<file path="src/rtl/sipo_frame_rx.sv">
// Serial-to-parallel frame receiver: start(0), DATA_W bits LSB first, stop(1), one bit per clock.
// Payload lands DATA_W+1 edges after the start edge; held in Q under a VALID/ACK handshake.
module sipo_frame_rx #(
  parameter int DATA_W = 8
) (
  input  logic              CLK,
  input  logic              RST,
  input  logic              D,
  input  logic              ACK,
  output logic [DATA_W-1:0] Q,
  output logic              VALID,
  output logic              FRAME_ERR,
  output logic              OVERRUN,
  output logic              BUSY
);

  localparam int CNT_W = (DATA_W > 1) ? $clog2(DATA_W) : 1;

  typedef enum logic [1:0] {
    IDLE = 2'd0,
    DATA = 2'd1,
    STOP = 2'd2
  } state_t;

  state_t             state_q, state_d;
  logic [CNT_W-1:0]   cnt_q, cnt_d;
  logic [DATA_W-1:0]  sreg_q, sreg_d;
  logic [DATA_W-1:0]  q_q, q_d;
  logic               valid_q, valid_d;
  logic               ferr_q, ferr_d;
  logic               ovr_q, ovr_d;
  logic               busy_q, busy_d;

  logic               last_bit;
  logic               start_det;
  logic               shift_en;
  logic               stop_ok;
  logic               stop_bad;

  assign last_bit = (cnt_q == CNT_W'(DATA_W - 1));

  // State register
  always_ff @(posedge CLK) begin
    if (RST) begin
      state_q <= IDLE;
    end else begin
      state_q <= state_d;
    end
  end

  // Next-state logic
  always_comb begin
    state_d = state_q;
    case (state_q)
      IDLE:    if (!D) state_d = DATA;
      DATA:    if (last_bit) state_d = STOP;
      STOP:    state_d = IDLE;
      default: state_d = IDLE;
    endcase
  end

  // State-decoded control strobes
  always_comb begin
    start_det = 1'b0;
    shift_en  = 1'b0;
    stop_ok   = 1'b0;
    stop_bad  = 1'b0;
    case (state_q)
      IDLE:    start_det = !D;
      DATA:    shift_en  = 1'b1;
      STOP: begin
        stop_ok  = D;
        stop_bad = !D;
      end
      default: ;
    endcase
  end

  // Datapath next-state
  always_comb begin
    cnt_d   = cnt_q;
    sreg_d  = sreg_q;
    q_d     = q_q;
    valid_d = valid_q;
    ovr_d   = ovr_q;
    ferr_d  = stop_bad;
    busy_d  = (state_d != IDLE);

    if (start_det) begin
      cnt_d = '0;
    end else if (shift_en) begin
      sreg_d[cnt_q] = D;
      cnt_d         = cnt_q + CNT_W'(1);
    end

    // A good stop wins over ACK: the fresh payload keeps VALID high
    if (stop_ok) begin
      q_d     = sreg_q;
      valid_d = 1'b1;
      if (valid_q && !ACK) begin
        ovr_d = 1'b1;
      end
    end else if (valid_q && ACK) begin
      valid_d = 1'b0;
    end
  end

  always_ff @(posedge CLK) begin
    if (RST) begin
      cnt_q   <= '0;
      sreg_q  <= '0;
      q_q     <= '0;
      valid_q <= 1'b0;
      ferr_q  <= 1'b0;
      ovr_q   <= 1'b0;
      busy_q  <= 1'b0;
    end else begin
      cnt_q   <= cnt_d;
      sreg_q  <= sreg_d;
      q_q     <= q_d;
      valid_q <= valid_d;
      ferr_q  <= ferr_d;
      ovr_q   <= ovr_d;
      busy_q  <= busy_d;
    end
  end

  assign Q         = q_q;
  assign VALID     = valid_q;
  assign FRAME_ERR = ferr_q;
  assign OVERRUN   = ovr_q;
  assign BUSY      = busy_q;

endmodule
</file>
<file path="config.mk">
export PLATFORM = sky130hd
export DESIGN_NAME = sipo_frame_rx
export DESIGN_NICKNAME = d
export VERILOG_FILES = /design/src/rtl/sipo_frame_rx.sv
export SDC_FILE = /design/constraint.sdc
export NUM_CORES = 1
export LEC_CHECK = 0
export BUFFER_PORTS_ARGS = -buffer_cell sky130_fd_sc_hd__buf_2
export CAP_MARGIN = 30
export CORE_MARGIN = 2
export CORE_UTILIZATION = 50
export CTS_CLUSTER_SIZE = 30
export DETAILED_ROUTE_END_ITERATION = 10
export PLACE_DENSITY = 0.72
export SETUP_SLACK_MARGIN = 0.15
export SYNTH_ARGS = -nofsm -noshare
export SYNTH_HDL_FRONTEND = slang
export SYNTH_SLANG_ARGS = --single-unit
</file>
<file path="constraint.sdc">
create_clock -name CLK -period 1.3 [get_ports CLK]
set_input_delay 0.26 -clock CLK [delete_from_list [all_inputs] [get_ports CLK]]
set_output_delay 0.26 -clock CLK [all_outputs]
set_load 0.03 [all_outputs]
</file>
* Yosys cells after proc, flatten, opt, wreduce, memory -nomap -nowiden *
Index checks and enable logic that the tools add are counted.
Widths: inputs -> output; s select.

word-level totals
  output and inout port bits = 12
  input port bits = 4
  bits in registers = 25
  logic and storage cells = 39

cells by class
  bitwise gates (word level) = 2
  equality and inequality tests = 3
  multiplexer cells = 11
  reduce and logical (&&, ||, !) cells = 12
  add/sub/neg operators = 1
  magnitude comparators = 2

operators by type and width
  operator             count
  $bwmux 8             1
  $mux 1               6
  $lt 3x4->1 const B   1
  $mux 2               2
  $pmux 2 s2           1
  $reduce_and 2->1     2
  $reduce_bool 2->1    2
  $reduce_or 2->1      2
  $add 3x1->3 const B  1
  $demux 1 s3          1
  $eq 3x3->1 const B   1
  $ge 3x1->1 const B   1
  $logic_and 1x1->1    3
  $eq 2x1->1 const B   1
  $eq 2x2->1 const B   1
  $logic_not 1->1      2
  $logic_not 2->1      1
  $not 1->1            2

* Depth between registers and ports, before layout *
  word-level depth = 5
  gate-level depth with buffers = 4
  gate-level depth less buffers = 4

* Worst setup path after synthesis *
OpenSTA, ideal clock, no wires.

  kind = register to register
  start point = register cnt_q[0]
  end point = register busy_q (netlist: BUSY)
  library setup time = 0.057 ns
  arrival time = 1.163 ns
  buffers on the path = 0
  stages on the path, launching flop included = 5
  required time = 1.243 ns
  path slack = 0.080 ns
  clock period less this slack = 1.220 ns
  path through = dfxtp_1 ha_1 ha_1 a2111oi_2 or2_2

on the way
  longest elaborated chain between the ends = 4

ends and longest elaborated chain
  what                      line  source
  start: declaration        26    logic [CNT_W-1:0] cnt_q, cnt_d;
  start signal: assignment  118   cnt_q <= cnt_d;
  $eq 3x3->1                40    assign last_bit = (cnt_q == CNT_W'(DATA_W - 1));
  $mux 2                    56    DATA: if (last_bit) state_d = STOP;
  $pmux 2 s2                54    case (state_q)
  $reduce_bool 2->1         87    busy_d = (state_d != IDLE);
  end signal: assignment    124   busy_q <= busy_d;
  end: declaration          32    logic busy_q, busy_d;

Every way passes these cells.
A chain may end at the register's enable or synchronous reset.

* Worst setup path in the final report *
Ends and elaborated chain as after synthesis.

==> flow_metrics.tcl <==
set metrics [dict create \
    slew-limit-headroom_pct 82.50 \
    die-height_um 49.47 \
    cts_made_buffers 3 \
    synth.most_common_cell "dfxtp_1" \
    synthCells 107 \
    timing.final.crit_period_ps 1178 \
    synth_area_leaders "dfxtp_1 (48%), mux2i_1 (6.8%), a21oi_1 (6.3%)" \
    grt_overflow 0 \
    grt_pass1_vias 717 \
    synth_top_area_cell "dfxtp_1" \
    required_ps 1570 \
    synth_fa_ha_area_share_pct 2.421 \
    detailed_place_hpwl_um 1328 \
    dp.cells 149 \
    p_per_area_nw_per_um2 937.3 \
    multi_input_comb_area_um2 574.3 \
    synthXorXnorAreaFrac_pct 0 \
    num_rows 16 \
    finalSetupViolations 0 \
    ys_types 26 \
    die_w_um 49.47 \
    synth_area_per_cell_um2 9.659 \
    cp-end-kind "flip-flop" \
    synthArstFlopShare_pct 0 \
    drt_iter0_markers 21 \
    clockBufferDepth 2 \
    hold_viol 0 \
    synth_common_cells "dfxtp_1 (25), a21oi_1 (13), nand2_1 (11)" \
    clock_latency_ps 310 \
    diodes 0 \
    routed_wl_um 2031 \
    grt_pass1_wl_um 3222 \
    wl_per_cell_um 13.02 \
    cp_max_fo 2 \
    drv_cap 0 \
    ir_worst_vdd_mv 0.5658 \
    ant_nets 0 \
    critical_path_class "flip-flop to flip-flop" \
    yosys_most_used_dff "dfxtp_1" \
    nets 136 \
    ys_ff_latch 25 \
    place_congestion 0.7834 \
    p_leak_nw 0.5197 \
    io_pins 16 \
    synth-simple-area-share_pct 27.12 \
    holdWs_ps 202.0 \
    cts_sinks 25 \
    synth_compound_area_share_pct 11.02 \
    antenna_found_initial 0 \
    synth_top_area_share_pct 48.43 \
    io_buffers 15 \
    cts.htree.levels 1 \
    cts.clk_slew.worst_paths_ps 130 \
    n_fill_cell 168 \
    crit_path_start_kind "flip-flop" \
    core_um2 1962 \
    clockRootBuffer "clkbuf_4" \
    drc 0 \
    fin_setup_tns_ps 0 \
    initial_utilization_pct 52.68 \
    seqCellArea_um2 518.0 \
    synth_edf_count 0 \
    min_path_type "input port to flip-flop" \
    finalCritPeriodShare_pct 90.58 \
    yosysSeqAreaShare_pct 48.43 \
    outcome "completed" \
    via_per_inst 5.256 \
    synth_top_family_by_area "simple AND/OR/NAND/NOR gates" \
    rsz0062_at_grt "true" \
    worst_slew_pin_slew_ps 259.2 \
    synth.area.mux_share_pct 6.780 \
    drive_gt1_share_pct 39.53 \
    slew_violations 0 \
    ys_warn_count 0 \
    grt_max_degree 15 \
    dieArea_um2 2447 \
    finalClockSkew_ps 4.565 \
    cts_tree "built" \
    dr.pass1.iters 4 \
    arrival_ps 1440 \
    finalNonFillerCells 156 \
    syn_area_um2 1033 \
    syn2layout_area_growth_pct 28.57 \
    vias 820 \
    track_usage_pct 16.98 \
    fmax_mhz 849.2 \
    synth_nets 113 \
]
==> worst paths after layout <==
check | startpoint | to | slack [ps] | cells past startpoint
setup / recovery | cnt_q[0] | BUSY | 120 | 4
hold / removal | D | FRAME_ERR | 200 | 2
setup reg to reg | cnt_q[0] | BUSY | 120 | 4
hold reg to reg | Q[0] | Q[0] | 460 | 2
==> flip-flops by register name (all words and copies together) (netlist names) <==
signal,cells
sreg_q,8
OVERRUN,1
FRAME_ERR,1
cnt_q,3
Q,8
VALID,1
BUSY,1
state_q,2
==> layout by cell type (no fill, tap or decap), drive strengths merged, types with 2 or more instances in the layout <==
cell type and n:
a21oi 13, buf 20, clkbuf 9, dfxtp 25
ha 2, mux2i 7, nand2 11, nand2b 11
nand3 9, nand4b 3, nor2 2, nor2b 2
nor4b 3, o21ai 3
==> layout make-up <==
class                   count  share of cell area, %
flip-flops and latches     25                  38.98
clock buffers               3                  1.695
repair buffers             26                  13.18
well taps                  27                  2.542
multi-input cells          74                  43.22
clock inverters             1                 0.3766
==> cell families (layout without fill, tap and decap cells) <==
kind of cell	count (synthesis)	count (layout)
buffers and inverters	8	30
multiplexers	7	7
adder cells (fa/ha/maj)	2	2
AND/OR/NAND/NOR	46	46
AO/OA/AOI/OAI	19	19
flip-flops	25	25
==> metrics by stage <==
| step | util [%] | power, W | setup WS (ps) | cell area, um^2 |
|---|---|---|---|---|
| 2_1_floorplan | - | 0.0008717 | 153.5 | 1051 |
| 5_1_grt | 67.73 | 0.001302 | 67.90 | 1329 |
| 3_5_place_dp | 59.95 | 0.0009028 | 67.11 | 1176 |
| 4_1_cts | 63.78 | 0.001247 | 54.45 | 1251 |
| 3_3_place_gp | 59.95 | 0.0008999 | 57.97 | 1176 |
| 6_report | 67.73 | 0.001246 | 122.4 | 1329 |
==> repair_timing <==
action,in CTS,in global routing
endpoints found under the setup margin,17,17
pin swaps,3,3
gates cloned,0,0
setup buffers,0,3
hold buffers,0,0
resized for setup,10,19
==> power by group <==
part	leakage [nW]	internal, W	switching, W	total, W
combinational	0.294	0.0000560	0.0000653	0.000121
sequential	0.208	0.000775	0.0000109	0.000786
clock	0.0177	0.000115	0.000224	0.000339
==> critical path, stage by stage, from the launching register on <==
cell	delay (ps)
dfxtp_2	360
ha_4	160
ha_4	160
a2111oi_4	300
or2_4	160
==> per-layer routing <==
layer  vias up  GRT usage (%)  wire (um)
li1        419              -          -
met1       390          25.15       1014
met2         9          25.90        959
met3         2          2.727         52
met4         0          4.167          4
met5         -              0          0
(Power assumes the default switching activity.)
